[src/rtl/sram_port_arbiter_pkg.sv]
// rtl/sram_port_arbiter_pkg.sv - shared encodings for the SRAM left-port arbiter
package sram_port_arbiter_pkg;

  typedef enum logic [1:0] {
    ST_IDLE    = 2'd0,
    ST_SETUP   = 2'd1,
    ST_ACCESS  = 2'd2,
    ST_RELEASE = 2'd3
  } state_t;

  localparam int REQ_R1    = 0;
  localparam int REQ_STACK = 1;
  localparam int REQ_RA    = 2;

  localparam logic STROBE_OFF = 1'b1;

endpackage

[src/rtl/sram_port_arbiter_rr.sv]
// rtl/sram_port_arbiter_rr.sv - combinational one-hot pick, round-robin from ptr or fixed priority
module rr_arbiter #(
  parameter int N_REQ = 3,
  parameter int RR_EN = 1,
  localparam int PTR_W = (N_REQ > 1) ? $clog2(N_REQ) : 1
) (
  input  logic [N_REQ-1:0] req,
  input  logic [PTR_W-1:0] ptr,
  output logic [N_REQ-1:0] grant,
  output logic             any,
  output logic [PTR_W-1:0] idx
);

  logic [PTR_W-1:0] cand;

  always_comb begin
    grant = '0;
    any   = 1'b0;
    idx   = '0;
    cand  = '0;
    for (int k = 0; k < N_REQ; k++) begin
      cand = (RR_EN != 0) ? PTR_W'((int'(ptr) + k) % N_REQ) : PTR_W'(k);
      if (!any && req[cand]) begin
        grant[cand] = 1'b1;
        any         = 1'b1;
        idx         = cand;
      end
    end
  end

endmodule

[src/rtl/sram_port_arbiter.sv]
// rtl/sram_port_arbiter.sv - sequences one SRAM port access at a time for N_REQ requesters
module sram_port_arbiter
  import sram_port_arbiter_pkg::*;
#(
  parameter int N_REQ         = 3,
  parameter int ADDR_W        = 4,
  parameter int DATA_W        = 4,
  parameter int ACCESS_CYCLES = 1,
  parameter int RR_EN         = 1
) (
  input  logic                      Clk,
  input  logic                      Rst,
  input  logic [N_REQ-1:0]          req,
  input  logic [N_REQ-1:0]          we,
  input  logic [N_REQ*ADDR_W-1:0]   addr_in,
  input  logic [N_REQ*DATA_W-1:0]   wr_data,
  output logic [N_REQ-1:0]          grant,
  output logic [N_REQ-1:0]          done,
  output logic [DATA_W-1:0]         rd_data,
  output logic                      busy,
  output logic                      CE,
  output logic                      OE,
  output logic                      RW,
  output logic [ADDR_W-1:0]         Addr,
  output logic [DATA_W-1:0]         dq_out,
  output logic                      dq_oe,
  input  logic [DATA_W-1:0]         dq_in
);

  localparam int PTR_W = (N_REQ > 1) ? $clog2(N_REQ) : 1;
  localparam int CNT_W = (ACCESS_CYCLES > 1) ? $clog2(ACCESS_CYCLES) : 1;
  localparam logic [CNT_W-1:0] CNT_LOAD = CNT_W'(ACCESS_CYCLES - 1);

  state_t            state, state_d;
  logic [PTR_W-1:0]  ptr, next_ptr;
  logic [CNT_W-1:0]  cnt;
  logic              we_q;
  logic [N_REQ-1:0]  arb_grant;
  logic              arb_any;
  logic [PTR_W-1:0]  arb_idx;
  logic              sel_we;
  logic [ADDR_W-1:0] sel_addr;
  logic [DATA_W-1:0] sel_data;

  rr_arbiter #(.N_REQ(N_REQ), .RR_EN(RR_EN)) u_arb (
    .req   (req),
    .ptr   (ptr),
    .grant (arb_grant),
    .any   (arb_any),
    .idx   (arb_idx)
  );

  always_comb begin
    sel_we   = 1'b0;
    sel_addr = '0;
    sel_data = '0;
    for (int i = 0; i < N_REQ; i++) begin
      if (arb_grant[i]) begin
        sel_we   = we[i];
        sel_addr = addr_in[i*ADDR_W +: ADDR_W];
        sel_data = wr_data[i*DATA_W +: DATA_W];
      end
    end
  end

  assign next_ptr = (arb_idx == PTR_W'(N_REQ - 1)) ? '0 : arb_idx + 1'b1;
  assign busy     = (state != ST_IDLE);

  always_ff @(posedge Clk or negedge Rst) begin
    if (!Rst) state <= ST_IDLE;
    else      state <= state_d;
  end

  always_comb begin
    state_d = state;
    case (state)
      ST_IDLE:    if (arb_any) state_d = ST_SETUP;
      ST_SETUP:   state_d = ST_ACCESS;
      ST_ACCESS:  if (cnt == '0) state_d = ST_RELEASE;
      ST_RELEASE: state_d = ST_IDLE;
      default:    state_d = ST_IDLE;
    endcase
  end

  // Strobes are driven from registers so the SRAM never sees combinational glitches
  always_ff @(posedge Clk or negedge Rst) begin
    if (!Rst) begin
      ptr     <= '0;
      cnt     <= '0;
      we_q    <= 1'b0;
      grant   <= '0;
      done    <= '0;
      rd_data <= '0;
      CE      <= STROBE_OFF;
      OE      <= STROBE_OFF;
      RW      <= STROBE_OFF;
      Addr    <= '0;
      dq_out  <= '0;
      dq_oe   <= 1'b0;
    end else begin
      done <= '0;
      case (state)
        ST_IDLE: begin
          if (arb_any) begin
            grant  <= arb_grant;
            we_q   <= sel_we;
            Addr   <= sel_addr;
            dq_out <= sel_data;
            dq_oe  <= sel_we;
            CE     <= 1'b0;
            if (RR_EN != 0) ptr <= next_ptr;
          end
        end
        ST_SETUP: begin
          cnt   <= CNT_LOAD;
          OE    <= we_q;
          RW    <= ~we_q;
          dq_oe <= we_q;
        end
        ST_ACCESS: begin
          if (cnt == '0) begin
            CE   <= STROBE_OFF;
            OE   <= STROBE_OFF;
            RW   <= STROBE_OFF;
            done <= grant;
            if (!we_q) rd_data <= dq_in;
          end else begin
            cnt <= cnt - 1'b1;
          end
        end
        ST_RELEASE: begin
          grant <= '0;
          dq_oe <= 1'b0;
        end
        default: ;
      endcase
    end
  end

endmodule

[config.mk]
export PLATFORM = sky130hd
export DESIGN_NAME = sram_port_arbiter
export DESIGN_NICKNAME = d
export VERILOG_FILES = /design/src/rtl/sram_port_arbiter_pkg.sv /design/src/rtl/sram_port_arbiter_rr.sv /design/src/rtl/sram_port_arbiter.sv
export SDC_FILE = /design/constraint.sdc
export NUM_CORES = 1
export LEC_CHECK = 0
export BUFFER_PORTS_ARGS = -buffer_cell sky130_fd_sc_hd__buf_2
export CORE_UTILIZATION = 38
export DETAILED_ROUTE_END_ITERATION = 8
export GPL_ROUTABILITY_DRIVEN = 0
export GPL_TIMING_DRIVEN = 0
export PLACE_DENSITY = 0.7
export SLEW_MARGIN = 40
export SYNTH_ARGS = -nofsm -noshare
export SYNTH_HDL_FRONTEND = slang
export SYNTH_SLANG_ARGS = --single-unit
[constraint.sdc]
create_clock -name Clk -period 5.5 [get_ports Clk]
set_input_delay 0.825 -clock Clk [delete_from_list [all_inputs] [get_ports Clk]]
set_output_delay 0.825 -clock Clk [all_outputs]
set_load 0.03 [all_outputs]
==> qor.txt, run 1 <==
Pleak: 1.009 nW
outcome: finished, violations left
cell taking the most area after synthesis: dfrtp_1
Clock Path Buffers: 2
failing checks: design-rule violations
Max Used Layer: met4
Placed Instance Area: 2165 um^2
die area: 5055 um^2
Met3 Routed Length: 174 um
Post-synth EDFFs: 0
Pwr Density: 670.9 nW/um^2
GR Util All Layers: 0.1765
crit path DAT: 2.90 ns
Worst Skew: 0.001487 ns
Worst-Skew Late Latency: 0.27 ns
H-tree levels: 1
Worst Setup Start Kind: flop
Syn Inst Count: 196
CTS root buffer: clkbuf_8
TritonCTS clock tree: built
Inserted Clock Buffers: 3
Die Y: 71.10 um
cell area after synthesis: 1814 um^2
met1 wire length: 2058 um
post-synthesis adder-cell area fraction: 0.06207
Slew HR: 0.6031
setup TNS: 0 ns
first-pass GRT wire length: 7141 um
crit share post-route: 0.4996
Final ANT Viol Nets: 0
Sinks on Clock Net: 27
# port buffers: 57
Core Region: 4474 um^2
starting density of the core: 0.4055
f_max: 0.3639 GHz
share of cells above drive strength 1: 0.3230
top cells by area, synth: dfrtp_1, ha_1, o21ai_0, nand2_1, dfstp_2
xor/xnor share of the synthesized area: 0
fin area: 2211 um^2
number of global-route vias before repair: 1567
Fill cells: 428
mux contribution to synthesized area: 0.05310
Final setup viols: 0
Synth cell types: 45
DR vias: 1688
DR vias/cell: 5.463
min Tclk post-route: 2.748 ns
post-CTS setup buffer count: 0
IO Pins: 59
sequential element share of the synthesized area: 0.3745
final max-slew violation count: 0
Rows: 24
Mapped Nets: 241
worst min-delay path class: flop to flop
Yosys reg bits: 27
Routed WL per cell: 13.75 um
top-area cell type share of the netlist area: 0.3310
Synth Area in Compound Gates: 0.3110
VDD IR max: 0.2681 mV
initial antenna violation count: 0
hpwl dp: 3265 um
Synth Flop Type: dfrtp_1
largest family of logic cells by synthesized area: compound AO/OA/AOI/OAI gates
DRC: 1
Critical Path Sink Type: flop
Max-cap violations: 0
synth cell count leaders: dfrtp_1, nand2_1, o21ai_0
Max FO, Critical Path: 10
endpoints failing hold: 0
metal2 WL: 2006 um
final WL: 4250 um
number of nets in the layout: 303
WS Path Type: flop to flop
drt initial violations: 73
Antenna diodes: 0
Clock Pin Slew Worst Setup and Hold Paths: 0.09 ns
CP required: 5.65 ns
async set or reset register ratio after synthesis: 1.000
# hold bufs at CTS: 0
simple-gate share of the synthesized area: 0.1552
worst slew pin tran: 0.5788 ns
die width: 71.10 um
most frequent cell after synthesis: dfrtp_1
syn_area_per_cell: 9.256 um^2
Ys Warns: 0
Pre-Repair DR Iteration Count: 9
largest net degree at the start of global routing: 28
unrepaired setup endpoints after global routing: false
P&R area growth vs syn: 21.86%
Post-CTS Resized: 0
total gr overflow: 0
==> metrics by stage <==
stage               utilization  worst slack, ns  power, mW  std cells  hold WS, ns
finish                   0.4941            2.752      1.483        309       0.4921
floorplan                     -            3.123      1.127        196       0.4664
detailed placement       0.4838            2.695      1.374        305       0.4829
global route             0.4941            2.579      1.612        309       0.5096
CTS                      0.4941            2.738      1.489        309       0.4932
global placement         0.4838            2.735      1.352        305       0.4773
==> where the power goes <==
part	internal [mW]	switching [mW]	total (mW)	leakage (nW)
logic	0.361	0.671	1.03	0.647
registers	0.290	0.0483	0.339	0.337
clock network	0.0508	0.0619	0.113	0.0255
total	0.702	0.781	1.48	1.01
==> cells in the final DEF (no fill, tap or decap), types with 3 or more instances in the layout <==
cell type   n
clkbuf_8    3
mux2i_1     4
mux2_2      5
o2111ai_1   8
nand2_1    22
o211ai_1    8
clkbuf_1    3
nor2_1     13
dfrtp_1    24
a21oi_1    14
ha_1        9
and2_1      4
dfstp_2     3
a22oi_1     4
buf_2      61
inv_1      10
o31ai_1     3
nand3b_1    3
o21ai_0    22
==> kinds of logic (layout without fill, tap and decap cells) <==
group	Yosys count	in the layout
muxes	9	9
buffers and inverters	19	80
and+or+nand+nor	55	55
AOI/OAI and AO/OA	77	77
DFF	27	27
adders and majority gates	9	9
==> worst max-delay path, stage by stage (launching register included) <==
cell and delay [ns]:
dfrtp_1 0.43, inv_1 0.09, ha_1 0.18, buf_4 0.18, mux2i_1 0.53, o21ai_4 0.17, nor3_4 0.38, nor2_2 0.18
buf_2 0.23, o2111ai_1 0.12, o211ai_1 0.12
==> state kept, by name, summed over array words and instances (netlist names) <==
name	cells
CE	1
we_q	1
state	2
RW	1
ptr	2
done	3
dq_out	4
Addr	4
OE	1
dq_oe	1
rd_data	4
grant	3
==> layer usage <==
| metal | global-route usage | vias up |
|---|---|---|
| met5 | 0 | - |
| met1 | 0.2363 | 790 |
| met4 | 0.03333 | 0 |
| li1 | - | 849 |
| met3 | 0.03276 | 2 |
| met2 | 0.3002 | 47 |
==> worst paths after layout <==
kind                       startpoint   endpoint  slack, ns  cells after the start
setup reg to reg               ptr[1]  dq_out[3]       2.75                     10
max in group asynchronous         Rst  dq_out[3]       4.58                      1
hold / removal                     RW         RW       0.49                      2
setup / recovery               ptr[1]  dq_out[3]       2.75                     10
hold reg to reg                    RW         RW       0.49                      2
min in group asynchronous         Rst   grant[0]       0.54                      1
==> layout make-up <==
type / count / area, um^2 / area share
clock inverter: 1 / 5.005 / 0.002264
clock buffer: 3 / 41.29 / 0.01868
inverter: 10 / 37.54 / 0.01698
timing repair buffer: 57 / 285.3 / 0.1290
buffer: 9 / 42.54 / 0.01924
tap: 52 / 65.06 / 0.02943
sequential: 27 / 679.4 / 0.3073
multi-input combinational: 150 / 1055 / 0.4771
Note: power is estimated with default switching activity, not from simulation.
==> inputs of run 2 (changes only) <==
PLACE_DENSITY = 0.72   (was 0.7)
clock period = 2.4 ns   (was 5.5 ns; I/O delays follow)
==> run 2 against run 1 <==
Against the previous run:
- the flow still finishes with violations (design-rule violations)
- largest cell class unchanged
- design area rose by 12%
- power increased to 2.7 times the previous value
- wire length grew 18%
- sequential share of layout area is 3.2 points lower
- maximum frequency increased by 16%
==> qor.txt, run 2 (synthesis results as in run 1) <==
outcome: finished, violations left
failing checks: design-rule violations
Core Region: 4474 um^2
Bufs and invs on worst path: 4
total gr overflow: 0
Routed WL per cell: 15.72 um
final max-slew violation count: 0
commonest non-fill, non-tap cell in the layout: buf_2
Internal Power: 1.987 mW
WS Path Type: flop to flop
P&R area growth vs syn: 36.14%
Clock Pin Slew Worst Setup and Hold Paths: 0.10 ns
die width: 71.10 um
R2R Path Start: ptr[1]
DR vias: 1799
endpoints failing hold: 0
Worst Setup Start Kind: flop
GR Util All Layers: 0.1973
Max-cap violations: 0
IO Pins: 59
Rows: 24
CTS root buffer: clkbuf_8
FF-to-FF End: dq_out[3]
FF-to-FF setup slack: 0.02 ns
Final ANT Viol Nets: 0
clock share of power: 0.067
Antenna diodes: 0
final WL: 5016 um
Worst Skew: 0.004870 ns
Sinks on Clock Net: 27
worst slew pin tran: 0.6026 ns
starting density of the core: 0.4055
CP max stage cell: dfrtp_1
Pwr Density: 1618 nW/um^2
fin area: 2470 um^2
Die Y: 71.10 um
# hold bufs at CTS: 0
crit share post-route: 0.9896
CP peak stage delay: 0.44 ns
Psw: 2.008 mW
most frequent cells in the layout: buf_2, dfrtp_1, nand2_1, o21ai_0, a21oi_1
setup TNS: 0 ns
cells along the critical path: inv_2 > ha_4 > buf_8 > mux2i_4 > a311o_1 > a32oi_4 > buf_6 > o31ai_4 > buf_12 > o2111ai_1 > o211ai_1
biggest registers after layout: Addr x4, dq_out x4, rd_data x4
VDD IR max: 0.6418 mV
share of cells above drive strength 1: 0.4157
H-tree levels: 1
Pre-Repair DR Iteration Count: 6
initial antenna violation count: 0
Reg power frac: 0.196
reg2reg path depth: 11
CP Launch Point: ptr[1]
Pleak: 1.094 nW
DR vias/cell: 5.639
Placed Instance Area: 2165 um^2
Max FO, Critical Path: 8
Final setup viols: 0
min Tclk post-route: 2.375 ns
total stage count of the critical path: 11
worst min-delay path class: primary input to asynchronous set/reset pin
Inserted Clock Buffers: 3
unrepaired setup endpoints after global routing: true
cell family with most CP delay: compound AO/OA/AOI/OAI gates
drt initial violations: 121
# port buffers: 57
DRC: 3
share of total power in combinational logic: 0.737
Worst-Skew Late Latency: 0.27 ns
sw frac: 0.5027
number of global-route vias before repair: 1709
die area: 5055 um^2
TritonCTS clock tree: built
CP required: 2.60 ns
Critical Path End: dq_out[3]
Slew HR: 0.5983
largest net degree at the start of global routing: 28
crit path DAT: 2.57 ns
hpwl dp: 3496 um
Total Power: 3.995 mW
Critical Path Sink Type: flop
Clock Path Buffers: 2
number of nets in the layout: 313
first-pass GRT wire length: 7928 um
f_max: 0.4210 GHz
-- run 2: worst min-delay path by stage --
stage,to,cells after the start
floorplan,Addr[0],0
global placement,grant[0],1
detailed placement,done[0],1
CTS,ptr[1],1
global route,ptr[1],1
finish,grant[2],1
-- run 2: through the flow --
step	utilization	hold WS (ns)	std cells	setup slack, ns
floorplan	-	0.06441	196	0.1378
global placement	0.4838	0.4019	305	-0.3064
detailed placement	0.4838	0.4106	305	-0.3190
CTS	0.5168	0.1040	312	0.004449
global route	0.5520	0.1230	319	-0.09456
finish	0.5520	0.08254	319	0.02488
-- run 2: power groups by stage --
| stage | Combinational [mW] | Clock [mW] | Sequential, mW |
|---|---|---|---|
| 4_1_cts | 2.61 | 0.275 | 0.781 |
| 2_1_floorplan | 1.53 | 0 | 1.06 |
| 3_3_place_gp | 2.33 | 0 | 0.784 |
| 6_report | 2.94 | 0.266 | 0.785 |
| 3_5_place_dp | 2.37 | 0 | 0.790 |
| 5_1_grt | 3.19 | 0.297 | 0.810 |
-- run 2: area by class of cell --
| cell class | count | area [um^2] |
|---|---|---|
| multi-input combinational | 150 | 1184 |
| buffer | 7 | 60.06 |
| tap | 52 | 65.06 |
| clock buffer | 3 | 41.29 |
| timing repair buffer | 69 | 395.4 |
| sequential | 27 | 679.4 |
| inverter | 10 | 37.54 |
| fill | 405 | 2004 |
| clock inverter | 1 | 7.507 |
-- run 2: what timing repair did --
action	CTS	global route
endpoints found under the setup margin	18	17
resized for setup	14	26
pin swaps	6	15
setup buffers	5	7
-- run 2: metal layers --
metal  GRT usage  up-vias  wire length, um
met3     0.03846       10              310
met1      0.2597      847             2169
met4     0.04222        0               72
met2      0.3376       72             2464
met5           0        -                0
li1            -      870                -
==> inputs of run 3 (changes only) <==
--- a/config.mk
+++ b/config.mk
@@ -7,9 +7,9 @@
 export LEC_CHECK = 0
 export BUFFER_PORTS_ARGS = -buffer_cell sky130_fd_sc_hd__buf_2
-export CORE_UTILIZATION = 38
+export CORE_UTILIZATION = 46
 export DETAILED_ROUTE_END_ITERATION = 8
 export GPL_ROUTABILITY_DRIVEN = 0
 export GPL_TIMING_DRIVEN = 0
-export PLACE_DENSITY = 0.72
+export PLACE_DENSITY = 0.83
 export SLEW_MARGIN = 40
 export SYNTH_ARGS = -nofsm -noshare
==> constraint.sdc (replaced) <==
create_clock -name Clk -period 2.4 [get_ports Clk]
set_input_delay 0.36 -clock Clk [delete_from_list [all_inputs] [get_ports Clk]]
set_output_delay 0.36 -clock Clk [all_outputs]
set_load 0.02 [all_outputs]
==> run 3 against run 2 <==
Against the previous run:
- the run now ends clean
- sequential cell count stayed put
- sequential share of layout area is 0.70 points higher
- core utilization is 9.6 points higher
- setup slack better by 0.038 ns
- largest cell class unchanged
- design area is 2.5% lower
- critical path depth is 3 lower
- sequential power hardly changed
- die area is 17% lower
- combinational power is 9.5% lower
- count of clock-buffer cells in the layout is 1 higher
- register-to-register slack better by 0.04 ns
- clock skew is 0.0010 ns higher
==> qor.txt, run 3 (synthesis results as in run 1) <==
Die Y: 64.80 um
Fill cells: 315
cells along the critical path: ha_4 > buf_12 > mux2i_4 > a311o_1 > a32oi_4 > nor3_4 > a2111oi_4 > o31ai_1
Clock Pin Slew Worst Setup and Hold Paths: 0.09 ns
first-pass GRT wire length: 7866 um
P&R area growth vs syn: 32.76%
GR Util All Layers: 0.2353
# hold bufs at CTS: 0
WS Path Type: flop to flop
hpwl dp: 3287 um
Final ANT Viol Nets: 0
Max FO, Critical Path: 8
total gr overflow: 0
number of global-route vias before repair: 1747
Worst Setup Start Kind: flop
IO Pins: 59
most frequent cells in the layout: buf_2, dfrtp_1, nand2_1, o21ai_0, a21oi_1
DR vias: 1798
CTS root buffer: clkbuf_8
Inserted Clock Buffers: 3
worst slew pin tran: 0.5787 ns
crit share post-route: 0.9736
drt initial violations: 79
endpoints failing hold: 0
crit path DAT: 2.49 ns
Worst-Skew Late Latency: 0.27 ns
Bufs and invs on worst path: 1
cell family with most CP delay: compound AO/OA/AOI/OAI gates
hold_ws: 0.07108 ns
CP peak stage delay: 0.44 ns
starting density of the core: 0.4882
Critical Path Sink Type: flop
H-tree levels: 1
# port buffers: 57
CP required: 2.56 ns
share of cells above drive strength 1: 0.3985
Worst Skew: 0.005886 ns
Sinks on Clock Net: 27
commonest non-fill, non-tap cell in the layout: buf_2
largest net degree at the start of global routing: 28
Rows: 22
Pwr Density: 1539 nW/um^2
Pleak: 1.086 nW
Final setup viols: 0
f_max: 0.4280 GHz
final core utilization: 0.6481
Slew HR: 0.6142
initial antenna violation count: 0
Pre-Repair DR Iteration Count: 4
DR vias/cell: 5.726
final max-slew violation count: 0
DRC: 0
VDD IR max: 0.5824 mV
Antenna diodes: 0
CP max stage cell: dfrtp_1
final WL: 4665 um
Max-cap violations: 0
Routed WL per cell: 14.86 um
TritonCTS clock tree: built
die width: 64.80 um
outcome: complete, no violations
number of nets in the layout: 312
min Tclk post-route: 2.337 ns
Clock Path Buffers: 2
worst min-delay path class: primary input to asynchronous set/reset pin
die area: 4199 um^2
unrepaired setup endpoints after global routing: true
Core Region: 3716 um^2
biggest registers after layout: Addr x4, dq_out x4, rd_data x4
run 3: routing by layer:
layer	part of all wire	track usage	routed length (um)
met4	0.0056	0.05000	26
met3	0.067	0.04577	311
met2	0.51	0.4076	2385
met1	0.42	0.3010	1942
met5	0	0	0
run 3: timing repair:
| item | 4_1_cts | 5_1_grt |
|---|---|---|
| endpoints found under the hold margin | 0 | 0 |
| pin swaps | 4 | 8 |
| setup buffers | 5 | 6 |
| gates resized for setup | 12 | 18 |
| endpoints found under the setup margin | 14 | 14 |
run 3: where the power goes:
part / internal (mW) / leakage, nW / switching, mW / total, mW
logic: 1.12 / 0.727 / 1.55 / 2.66
registers: 0.666 / 0.337 / 0.120 / 0.786
clock network: 0.119 / 0.0228 / 0.138 / 0.257
total: 1.90 / 1.09 / 1.81 / 3.71
run 3: path summary, 6_finish.rpt:
check,end,startpoint,depth (start not counted),slack (ns)
worst min-delay path,done[0],Rst,1,0.07
worst max register to register,dq_oe,ptr[0],8,0.06
worst min register to register,RW,RW,2,0.49
min in group Clk,rd_data[3],dq_in[3],2,0.31
max in group asynchronous,Addr[1],Rst,1,1.94
worst max-delay path,dq_oe,ptr[0],8,0.06
run 3: layout make-up:
| type | instances | area (um^2) | share of cell area |
|---|---|---|---|
| Sequential cell | 27 | 679.4 | 0.2821 |
| Buffer | 7 | 52.55 | 0.02182 |
| Tap cell | 48 | 60.06 | 0.02494 |
| Clock buffer | 4 | 45.04 | 0.01870 |
| Multi-Input combinational cell | 150 | 1154 | 0.4790 |
| Timing Repair Buffer | 68 | 380.4 | 0.1579 |
| Inverter | 10 | 37.54 | 0.01558 |
run 3: through the flow:
step	power [mW]	cells	worst slack (ns)	instance area [um^2]	setup TNS, ns
2_1_floorplan	2.470	196	0.1378	1814	0
3_3_place_gp	2.961	301	-0.2227	2160	-2.395
5_1_grt	4.006	314	-0.05576	2409	-0.2298
3_5_place_dp	3.017	301	-0.2523	2160	-2.663
4_1_cts	3.437	309	0.003077	2281	0
6_report	3.706	314	0.06331	2409	0
